## src/rtl/cpu_pkg.sv

```systemverilog
// Shared CPU definitions used by the instruction-fetch stage.
//   XLEN          : datapath / address width
//   NOP_INSTR     : instruction presented to ID whenever IF/ID holds nothing valid
//   TIMEOUT       : cycles a fetch may wait for its response before it is faulted
//   CNT_W         : width of the response-timeout counter
//   fetch_state_e : fetch FSM encoding
//   fetch_entry_t : one IF/ID entry {pc, instr, fault}
package cpu_pkg;

   localparam int XLEN = 32;
   localparam logic [XLEN-1:0] NOP_INSTR = 32'h0000_0013;
   localparam int TIMEOUT = 255;
   localparam int CNT_W = $clog2(TIMEOUT + 1);

   typedef enum logic [1:0] {
      S_REQ   = 2'd0,
      S_WAIT  = 2'd1,
      S_FULL  = 2'd2,
      S_DRAIN = 2'd3
   } fetch_state_e;

   typedef struct packed {
      logic [XLEN-1:0] pc;
      logic [XLEN-1:0] instr;
      logic            fault;
   } fetch_entry_t;

   // Sequential PC of the following instruction, wrapping modulo 2^XLEN.
   function automatic logic [XLEN-1:0] pc_plus4(input logic [XLEN-1:0] pc);
      return pc + XLEN'(4);
   endfunction

endpackage

```

## src/rtl/if_fetch_stage_if.sv

```systemverilog
// Instruction-memory port of the fetch stage.
//   req / addr   : fetch request and its address (fetch stage -> memory)
//   gnt          : memory accepted the request this cycle
//   rvalid/rdata : response for the single outstanding request
// Handshake: a request transfers in a cycle where req=1 and gnt=1. Until gnt
// the address may change. After a transfer exactly one response follows with
// rvalid=1 for one cycle, at the earliest one cycle after gnt; the response
// has no back-pressure, so the requester must be able to absorb it.
interface if_fetch_stage_if;
   import cpu_pkg::*;

   logic            req;
   logic [XLEN-1:0] addr;
   logic            gnt;
   logic            rvalid;
   logic [XLEN-1:0] rdata;

   modport master (
      output req,
      output addr,
      input  gnt,
      input  rvalid,
      input  rdata
   );

   modport slave (
      input  req,
      input  addr,
      output gnt,
      output rvalid,
      output rdata
   );

endinterface

```

## src/rtl/if_skid_buf.sv

```systemverilog
// One-entry skid buffer holding a fetched {pc, instr, fault} entry that could
// not enter IF/ID because ID was stalled.
//   clk_i, rst_i : clock, synchronous active-high reset
//   clear_i      : drop the held entry (highest priority after reset)
//   load_i       : capture entry_i
//   unload_i     : entry has been consumed
//   entry_i      : entry to capture
//   valid_o      : buffer holds an entry
//   entry_o      : held entry
module if_skid_buf
   import cpu_pkg::*;
(
   input  logic         clk_i,
   input  logic         rst_i,
   input  logic         clear_i,
   input  logic         load_i,
   input  logic         unload_i,
   input  fetch_entry_t entry_i,
   output logic         valid_o,
   output fetch_entry_t entry_o
);

   logic         valid_q, valid_d;
   fetch_entry_t entry_q, entry_d;

   always_comb begin
      valid_d = valid_q;
      entry_d = entry_q;
      if (clear_i) begin
         valid_d = 1'b0;
      end else if (load_i) begin
         valid_d = 1'b1;
         entry_d = entry_i;
      end else if (unload_i) begin
         valid_d = 1'b0;
      end
   end

   always_ff @(posedge clk_i) begin
      if (rst_i) begin
         valid_q <= 1'b0;
         entry_q <= '{pc: '0, instr: NOP_INSTR, fault: 1'b0};
      end else begin
         valid_q <= valid_d;
         entry_q <= entry_d;
      end
   end

   assign valid_o = valid_q;
   assign entry_o = entry_q;

endmodule

```

## src/rtl/if_fetch_stage.sv

```systemverilog
// Instruction-fetch stage between the PC register and ID. Issues one fetch at
// a time, loads the IF/ID register, and stalls the PC so it advances exactly
// once per instruction that enters IF/ID. A one-entry skid buffer absorbs a
// response that arrives while ID is stalled; a redirect flush discards
// everything fetched or still in flight.
//   clk_i, rst_i   : clock, synchronous active-high reset
//   pc_i           : current PC
//   pc_stall_o     : 0 = PC loads its next value this edge
//   flush_i        : branch redirect
//   imem           : instruction-memory port (master side)
//   id_stall_i     : ID cannot take a new instruction
//   id_valid_o     : IF/ID holds a valid instruction
//   id_pc_o        : PC of the IF/ID instruction
//   id_pc_plus4_o  : id_pc_o + 4 (wrapping)
//   id_instr_o     : IF/ID instruction, NOP_INSTR when not valid
//   id_fault_o     : IF/ID entry is a fetch-timeout fault
//   state_o        : current fetch FSM state
module if_fetch_stage
   import cpu_pkg::*;
(
   input  logic                  clk_i,
   input  logic                  rst_i,
   input  logic [XLEN-1:0]       pc_i,
   output logic                  pc_stall_o,
   input  logic                  flush_i,
   if_fetch_stage_if.master      imem,
   input  logic                  id_stall_i,
   output logic                  id_valid_o,
   output logic [XLEN-1:0]       id_pc_o,
   output logic [XLEN-1:0]       id_pc_plus4_o,
   output logic [XLEN-1:0]       id_instr_o,
   output logic                  id_fault_o,
   output fetch_state_e          state_o
);

   fetch_state_e    state_q, state_d;
   logic [CNT_W-1:0] cnt_q, cnt_d;
   logic [XLEN-1:0] pend_pc_q, pend_pc_d;
   logic            id_valid_q, id_valid_d;
   fetch_entry_t    id_q, id_d;

   logic            req;
   logic            ifid_load;
   fetch_entry_t    ifid_entry;
   logic            skid_load;
   logic            skid_unload;
   fetch_entry_t    skid_in;
   logic            skid_valid;
   fetch_entry_t    skid_out;

   logic            can_take;
   logic            timeout;
   fetch_entry_t    resp_entry;
   fetch_entry_t    fault_entry;

   // IF/ID can accept a new entry when it is empty or ID consumes it now.
   assign can_take    = !id_valid_q || !id_stall_i;
   assign timeout     = (cnt_q == CNT_W'(TIMEOUT));
   assign resp_entry  = '{pc: pend_pc_q, instr: imem.rdata, fault: 1'b0};
   assign fault_entry = '{pc: pend_pc_q, instr: NOP_INSTR, fault: 1'b1};

   if_skid_buf u_skid (
      .clk_i    (clk_i),
      .rst_i    (rst_i),
      .clear_i  (flush_i),
      .load_i   (skid_load),
      .unload_i (skid_unload),
      .entry_i  (skid_in),
      .valid_o  (skid_valid),
      .entry_o  (skid_out)
   );

   // Fetch FSM: next state, counter and IF/ID / skid load strobes.
   always_comb begin
      state_d     = state_q;
      cnt_d       = cnt_q;
      pend_pc_d   = pend_pc_q;
      req         = 1'b0;
      ifid_load   = 1'b0;
      ifid_entry  = resp_entry;
      skid_load   = 1'b0;
      skid_unload = 1'b0;
      skid_in     = resp_entry;

      unique case (state_q)
         S_REQ: begin
            req       = 1'b1;
            pend_pc_d = pc_i;
            if (imem.gnt) begin
               cnt_d   = '0;
               // A request granted under a flush fetches the stale PC; its
               // response must be thrown away.
               state_d = flush_i ? S_DRAIN : S_WAIT;
            end
         end

         S_WAIT: begin
            if (flush_i) begin
               cnt_d   = '0;
               state_d = imem.rvalid ? S_REQ : S_DRAIN;
            end else if (imem.rvalid) begin
               if (can_take) begin
                  ifid_load = 1'b1;
                  state_d   = S_REQ;
               end else begin
                  skid_load = 1'b1;
                  state_d   = S_FULL;
               end
            end else if (timeout) begin
               // The missing response becomes a fault entry; the real one may
               // still arrive later and is drained.
               cnt_d = '0;
               if (can_take) begin
                  ifid_load  = 1'b1;
                  ifid_entry = fault_entry;
               end else begin
                  skid_load = 1'b1;
                  skid_in   = fault_entry;
               end
               state_d = S_DRAIN;
            end else begin
               cnt_d = cnt_q + CNT_W'(1);
            end
         end

         S_FULL: begin
            if (flush_i) begin
               state_d = S_REQ;
            end else if (!id_stall_i) begin
               ifid_load   = 1'b1;
               ifid_entry  = skid_out;
               skid_unload = 1'b1;
               state_d     = S_REQ;
            end
         end

         S_DRAIN: begin
            // A fault entry parked in the skid buffer may move on while the
            // stale response is still outstanding.
            if (!flush_i && skid_valid && !id_stall_i) begin
               ifid_load   = 1'b1;
               ifid_entry  = skid_out;
               skid_unload = 1'b1;
            end
            // A flush does not end the drain: the stale response is still
            // owed and is discarded whenever it arrives.
            if (imem.rvalid || timeout) begin
               cnt_d   = '0;
               state_d = (skid_valid && !skid_unload && !flush_i) ? S_FULL : S_REQ;
            end else begin
               cnt_d = cnt_q + CNT_W'(1);
            end
         end

         default: begin
            state_d = S_REQ;
         end
      endcase
   end

   // IF/ID register next value; flush wins even over an ID stall.
   always_comb begin
      id_valid_d = id_valid_q;
      id_d       = id_q;
      if (flush_i) begin
         id_valid_d = 1'b0;
      end else if (ifid_load) begin
         id_valid_d = 1'b1;
         id_d       = ifid_entry;
      end else if (!id_stall_i) begin
         id_valid_d = 1'b0;
      end
   end

   always_ff @(posedge clk_i) begin
      if (rst_i) begin
         state_q    <= S_REQ;
         cnt_q      <= '0;
         pend_pc_q  <= '0;
         id_valid_q <= 1'b0;
         id_q       <= '{pc: '0, instr: NOP_INSTR, fault: 1'b0};
      end else begin
         state_q    <= state_d;
         cnt_q      <= cnt_d;
         pend_pc_q  <= pend_pc_d;
         id_valid_q <= id_valid_d;
         id_q       <= id_d;
      end
   end

   assign imem.req      = req && !rst_i;
   assign imem.addr     = pc_i;
   // The PC moves only when an instruction enters IF/ID or on a redirect.
   assign pc_stall_o    = rst_i ? 1'b1 : !(ifid_load || flush_i);

   assign id_valid_o    = id_valid_q;
   assign id_pc_o       = id_q.pc;
   assign id_pc_plus4_o = pc_plus4(id_q.pc);
   assign id_instr_o    = id_valid_q ? id_q.instr : NOP_INSTR;
   assign id_fault_o    = id_valid_q && id_q.fault;
   assign state_o       = state_q;

endmodule

```

## src/flat_wrapper.sv

```systemverilog
// flat-port wrapper written by rule: the top's interface ports become plain ports
module if_fetch_stage_flat import cpu_pkg::*;
  (clk_i, rst_i, pc_i, pc_stall_o, flush_i, id_stall_i, id_valid_o, id_pc_o, id_pc_plus4_o, id_instr_o, id_fault_o, state_o, imem_req, imem_addr, imem_gnt, imem_rvalid, imem_rdata);
  if_fetch_stage_if imem_i ();
  input  logic clk_i;
  input  logic rst_i;
  input  logic [XLEN-1:0] pc_i;
  output logic pc_stall_o;
  input  logic flush_i;
  input  logic id_stall_i;
  output logic id_valid_o;
  output logic [XLEN-1:0] id_pc_o;
  output logic [XLEN-1:0] id_pc_plus4_o;
  output logic [XLEN-1:0] id_instr_o;
  output logic id_fault_o;
  output fetch_state_e state_o;
  output wire logic [$bits(imem_i.req)-1:0] imem_req;
  output wire logic [$bits(imem_i.addr)-1:0] imem_addr;
  input wire logic [$bits(imem_i.gnt)-1:0] imem_gnt;
  input wire logic [$bits(imem_i.rvalid)-1:0] imem_rvalid;
  input wire logic [$bits(imem_i.rdata)-1:0] imem_rdata;
  assign imem_req = imem_i.req;
  assign imem_addr = imem_i.addr;
  assign imem_i.gnt = imem_gnt;
  assign imem_i.rvalid = imem_rvalid;
  assign imem_i.rdata = imem_rdata;
  if_fetch_stage u_core (.clk_i(clk_i), .rst_i(rst_i), .pc_i(pc_i), .pc_stall_o(pc_stall_o), .flush_i(flush_i), .imem(imem_i), .id_stall_i(id_stall_i), .id_valid_o(id_valid_o), .id_pc_o(id_pc_o), .id_pc_plus4_o(id_pc_plus4_o), .id_instr_o(id_instr_o), .id_fault_o(id_fault_o), .state_o(state_o));
endmodule
```

## config.mk

```make
export PLATFORM = sky130hd
export DESIGN_NAME = if_fetch_stage_flat
export DESIGN_NICKNAME = d
export VERILOG_FILES = /design/src/rtl/cpu_pkg.sv /design/src/rtl/if_fetch_stage_if.sv /design/src/rtl/if_skid_buf.sv /design/src/rtl/if_fetch_stage.sv /design/src/flat_wrapper.sv
export SDC_FILE = /design/constraint.sdc
export NUM_CORES = 1
export LEC_CHECK = 0
export CAP_MARGIN = 0
export CORE_ASPECT_RATIO = 1.4
export CORE_MARGIN = 4
export CORE_UTILIZATION = 45
export CTS_CLUSTER_SIZE = 20
export DETAILED_ROUTE_END_ITERATION = 12
export PLACE_DENSITY = 0.83
export SETUP_SLACK_MARGIN = 0.2
export SYNTH_ARGS = -nofsm -noshare
export SYNTH_HDL_FRONTEND = slang
export SYNTH_SLANG_ARGS = --single-unit
export TNS_END_PERCENT = 30
```

## constraint.sdc

```tcl
create_clock -name clk_i -period 2.05 [get_ports clk_i]
set_clock_uncertainty 0.2 [all_clocks]
set_input_delay 0.205 -clock clk_i [delete_from_list [all_inputs] [get_ports clk_i]]
set_output_delay 0.205 -clock clk_i [all_outputs]
set_load 0.01 [all_outputs]
```

==> After elaboration in Yosys (flattened, before gate mapping) <==
Index checks and enable logic that the tools add are counted.
{ "totals": {"reg_bits": 174, "latch_bits": 0, "ramBits": 0, "rom_bits": 0, "inputBits": 70, "output_inout_bits": 134, "wordCells": 97, "memories": 0} }
{ "classes": {"add_sub_neg": 2, "multipliers": 0, "div": 0, "magnitude_cmp": 0, "n_eq_ne": 10, "n_shift": 0, "muxes": 50, "bitwise_logic": 1, "n_reduce_logical": 23} }
{ "ops": {"columns": ["op", "n"], "rows": [
  ["33-bit 2-to-1 mux", 7],
  ["65-bit one-hot mux with 3 select lines", 1],
  ["65-bit 2-to-1 mux", 2],
  ["8-bit 2-to-1 mux", 5],
  ["32-bit by 3-bit adder with 32-bit output, second input constant", 1],
  ["32-bit 2-to-1 mux", 1],
  ["8-bit one-hot mux with 3 select lines", 1],
  ["2-bit 2-to-1 mux", 11],
  ["1-bit 2-to-1 mux", 19],
  ["8-bit by 1-bit adder with 8-bit output, second input constant", 1],
  ["8-bit == test, second input constant", 1],
  ["2-bit one-hot mux with 4 select lines", 1],
  ["1-bit logical AND", 6],
  ["1-bit logical NOT", 6],
  ["3-bit inequality test, second input constant", 2],
  ["2-bit == test, second input constant", 2],
  ["2-bit by 1-bit inequality test with 1-bit output, second input constant", 2],
  ["4-bit by 3-bit inequality test with 1-bit output, second input constant", 1],
  ["2-bit AND reduction", 2],
  ["4-bit AND reduction", 1],
  ["1-bit logical OR", 3],
  ["1-bit one-hot mux with 3 select lines", 1],
  ["3-bit AND reduction", 1],
  ["3-bit nonzero test", 1],
  ["other kinds (7)", 7]
]} }

==> Depth between registers and ports, before layout <==
{ "depth": {"depth_word": 11, "depth_mapped": 8, "ltp_nobuf": 6} }

==> Hierarchy <==
Synthesis repeated with hierarchy kept, for this count alone.
{ "hier_totals": {"hier_cells": 1194, "area_unflattened_um2": 10810.4} }
{ "modules_own_cells": {"columns": ["mod", "n_inst", "cells_each", "area_per_inst_um2", "seq_area_each_um2"], "rows": [
  ["if_fetch_stage", 1, 894, 7568.5, 2162.1],
  ["if_skid_buf", 1, 300, 3241.9, 1321.3]
]} }

==> Worst setup path after synthesis <==
No wires, ideal clock.
{ "synth_timing": {"kind": "reg2reg", "startpoint": "register u_core.state_q[0] (netlist: u_core.state_o[0])", "endpoint": "register u_core.id_q[30] (netlist name)", "setup_time_ns": 0.070, "arrival_ns": 1.964, "required_time_ns": 1.780, "setup_slack_ns": -0.185, "path_stages_with_launch": 8, "n_path_buf": 3, "synth_period_minus_slack_ns": 2.235, "path_cell_list": "dfxtp_1 > buf_4 > or3b_1 > buf_2 > o31a_4 > buf_6 > or3_1 > a21oi_1"} }
{ "synth_between": {"elab_chain_cells": 3, "elab_cells_between_ends": 6, "cone_classes": "3 x eq/ne; 2 x mux; 1 x reduce/logical"} }
{ "synth_rtl": {"columns": ["element", "line", "text"], "rows": [
  ["start: declaration", "if_fetch_stage.sv:36", "fetch_state_e state_q, state_d;"],
  ["start signal: assignment", "if_fetch_stage.sv:183", "state_q <= state_d;"],
  ["2-bit == test / 2-bit by 1-bit == test with 1-bit output (equally long branches)", "if_fetch_stage.sv:85", "unique case (state_q)"],
  ["1-bit one-hot mux with 3 select lines", "if_fetch_stage.sv:85", null],
  ["2-bit AND reduction (no line)", null, null],
  ["end signal: assignment", "if_fetch_stage.sv:181", "id_q <= '{pc: '0, instr: NOP_INSTR, fault: 1'b0};"],
  ["end signal: assignment", "if_fetch_stage.sv:187", "id_q <= id_d;"],
  ["end: declaration", "if_fetch_stage.sv:40", "fetch_entry_t id_q, id_d;"]
]} }
Parallel ways exist; a longest one is shown, timed or not.
A chain may end at the register's enable or synchronous reset.

==> Worst setup path after layout <==
{ "layout_timing": {"startpoint": "register u_core.id_q (netlist bit u_core.id_pc_o[16])", "endpoint": "output port id_pc_plus4_o[31]"} }
{ "layout_between": {"elab_chain_cells": 1} }
{ "layout_rtl": {"columns": ["element", "line", "text"], "rows": [
  ["32-bit by 3-bit adder with 32-bit output", "cpu_pkg.sv:30", "return pc + XLEN'(4);"],
  ["end: declaration", "flat_wrapper.sv:13", "output logic [XLEN-1:0] id_pc_plus4_o;"]
]} }
Every way passes these cells.

==> run_results.csv <==
group,metric,value,unit
outcome,status,"finished with violations",
outcome,failed_checks,"setup timing",
global_route,grt_usage,22.7,%
setup_path,path_cells,"and4_1 -> nand4_1 -> buf_4 -> nor4_4 -> buf_6 -> buf_6 -> nand3_2 -> xnor2_1 -> buf_2",
sta,finalHoldViolCount,0,
finish,instances_no_fill,1453,
logic_synthesis,ys_seq_area_share,42.5,%
logic_synthesis,synthAdderAreaFrac,0.305,%
routing,drt_iter0_drc,526,
setup_path,path_buf_inv,4,
setup_path,critPathMaxStageDelay,0.34,ns
sta,fin_crit,2.78,ns
finish,layout_commonest_cell,"dfxtp_1",
routing,routed_via_density,5.47,
setup_path,cp_slowest_cell,"nand4_1",
logic_synthesis,synth_xor_area_share,3.10,%
sta,rsz0062_at_grt,"yes",
sta,slew_headroom,57.2,%
finish,final_cell_mix,"155 x dfxtp_1, 148 x nand2_1, 109 x clkdlybuf4s50_1",
routing,detail_route.first_pass.iterations,5,
global_route,grt_pass1_wl,37800,um
global_route,grt_pass1_vias,7868,
routing,drt_wl_total,26400,um
routing,final_antenna_net_count,0,
die,start_util,45.7,%
placed_design,postPlaceCellArea,0.0107,mm2
setup_path,path_max_fanout,4,
power_and_ir_drop,leakagePower,5.19,nW
logic_synthesis,synth_ff_type,"dfxtp_1",
sta,slew_violations,0,
global_route,antenna_found_initial,0,
logic_synthesis,synth_cells,976,
setup_path,crit_type,"reg2out",
logic_synthesis,synthDistinctLibCells,47,
sta,setup_viol,122,
logic_synthesis,synth_area_leaders,"dfxtp_1 43%, nand2_1 8.2%, mux2i_1 7.5%",
setup_path,required,1.64,ns
placed_design,port_buffers,203,
logic_synthesis,synth_top_area_share,42.5,%
die,pin_count,204,
setup_path,startpoint_type,"flip-flop",
finish,drive_gt1_share,30.8,%
power_and_ir_drop,irDropWorstVdd,0.507,mV
logic_synthesis,yosysTopAreaCell,"dfxtp_1",
setup_path,cp_top_family,"simple AND/OR/NAND/NOR gates",
routing,drcViolationCount,0,
clock_tree,cts-root-buf,"clkbuf_16",
clock_tree,clk_pin_slew_worst_paths,0.07,ns
global_route,gr-total-overflow,0,
clock_tree,cts_buffer_depth,2,
logic_synthesis,synth-simple-area-share,20.5,%
logic_synthesis,syn_area,0.00819,mm2
routing,wl_per_cell,18.2,um
worst_hold_path,hp-class,"in2reg",
finish,stdcell_area,0.0126,mm2
finish,nets,1272,
setup_path,cpMostUsedCell,"buf_6",
logic_synthesis,avgSynthCellArea,8.40,um2
sta,timing.fmax,359,MHz
logic_synthesis,synth_edf_count,0,
logic_synthesis,synth_top_family_by_area,"simple AND/OR/NAND/NOR gates",
run,cap_viol_max_count,0,
clock_tree,tritoncts,"built",
placed_design,placed_cells,1381,
clock_tree,htreeDepth,4,
sta,timing.final.crit_share,136,%
power_and_ir_drop,p_per_area,677,mW/mm2
logic_synthesis,synth-compound-area-share,15.9,%
die,fp-row-count,58,
sta,tns,-19.20,ns
clock_tree,cts_sinks,174,
logic_synthesis,ys_warn_count,0,
setup_path,crit_arrival,2.38,ns
sta,hold_ws,0.166,ns
logic_synthesis,ys_ff_latch,174,
logic_synthesis,async_reset_ff_share,0,%
die,dieArea,0.0205,mm2
finish,antenna-diode-count,0,
setup_path,cp-end-kind,"output pin",
global_route,grt_max_degree,51,
die,die_h,168,um
die,die_width,122,um
clock_tree,clk_latency,0.41,ns
finish,syn_to_final_growth,53.6,%
placed_design,dp_hpwl,15800,um
placed_design,place_congestion,0.849,
logic_synthesis,syn_nets,1048,
clock_tree,cts_made_buffers,17,
logic_synthesis,synth.area.mux_share,7.59,%
die,core_area,0.0179,mm2
routing,num_vias,7945,
sta,worstMarginPinSlew,0.642,ns
sta,fin_ws,-0.734,ns
cell type report:
type                    count  area (um2)
flip-flops and latches    174        3510
repair buffers            342        3410
well taps                 240         300
inverters                   5        18.8
fillers                  1284        5340
clock buffers              18         439
multi-input cells         660        4780
clock inverters            14         123
cells by family (layout without fill, tap and decap cells):
| kind of cell | after synthesis | count (layout) |
|---|---|---|
| simple gates | 367 | 367 |
| compound gates | 200 | 200 |
| flops | 174 | 174 |
| buf+inv | 142 | 379 |
| mux | 62 | 62 |
| xor+xnor | 29 | 29 |
| fa+ha+maj | 2 | 2 |
metrics by stage:
stage / setup slack, ns / power, mW / utilization (%)
after floorplan: -0.0802 / 4.58 / -
after global placement: -0.414 / 5.21 / 59.6
after detailed placement: -0.499 / 5.26 / 59.6
after CTS: -0.546 / 8.37 / 66.3
after global routing: -0.850 / 8.84 / 70.2
final: -0.734 / 8.52 / 70.2
repair_timing:
| action | 4_1_cts | 5_1_grt |
|---|---|---|
| buffers inserted | 17 | 15 |
| endpoints found under the setup margin | 211 | 196 |
| gates resized for setup | 312 | 129 |
| hold endpoints to repair | 9 | 0 |
| hold buffers | 1 | 0 |
| cloned | 4 | 3 |
| pin swaps | 104 | 67 |
worst paths after layout:
kind / from / endpoint / slack (ns) / cells after the start
setup / recovery: u_core.id_pc_o[16] / id_pc_plus4_o[31] / -0.73 / 9
setup reg to reg: u_core.cnt_q[0] / u_core.id_q[32] / -0.18 / 9
hold reg to reg: u_core.id_q[16] / u_core.id_q[16] / 0.25 / 2
hold / removal: pc_i[2] / u_core.pend_pc_q[2] / 0.17 / 3
sequential cells by signal (all words and copies together) (netlist names):
signal                 count
u_core.u_skid.entry_o     65
u_core.id_q               33
u_core.id_pc_o            32
u_core.pend_pc_q          32
u_core.cnt_q               8
u_core.state_o             2
u_core.id_valid_o          1
u_core.u_skid.valid_o      1
routing by layer:
layer  vias to the layer above  GRT usage (%)  wire length, um
li1                       3745              -                -
met1                      3830           24.3             9800
met2                       292           42.3            14200
met3                        78           4.46             1400
met4                         0           9.70             1010
met5                         -              0                0
Yosys cell counts (4+ instances only):
cell type / n
nand2_1: 178
dfxtp_1: 174
a21oi_1: 106
buf_4: 67
mux2i_1: 61
nor2_1: 61
clkbuf_1: 51
a211oi_1: 34
and2_1: 31
or3_1: 31
a22o_1: 29
xnor2_1: 21
nand3_1: 19
buf_2: 12
nand2b_1: 9
nor3_1: 9
nand4_1: 8
xor2_1: 8
a2111oi_0: 5
inv_1: 5
nor2b_1: 5
o21ai_0: 5
and3_1: 4
and4_1: 4
buf_6: 4
o21bai_1: 4
worst reg2reg max path, cell delays in order (launching register included):
cell and delay [ns]:
dfxtp_2 0.35, ha_4 0.14, and3_4 0.21, a21oi_4 0.08, buf_6 0.12, o31a_4 0.33, buf_6 0.14, buf_12 0.13
or3_4 0.33, a21oi_2 0.14
where the power goes:
group / switching [mW] / internal [mW] / leakage, nW
clock: 1.46 / 1.63 / 0.275
sequential: 0.117 / 3.55 / 1.42
combinational: 0.901 / 0.869 / 3.50
Power figures use the tool's default switching activity.
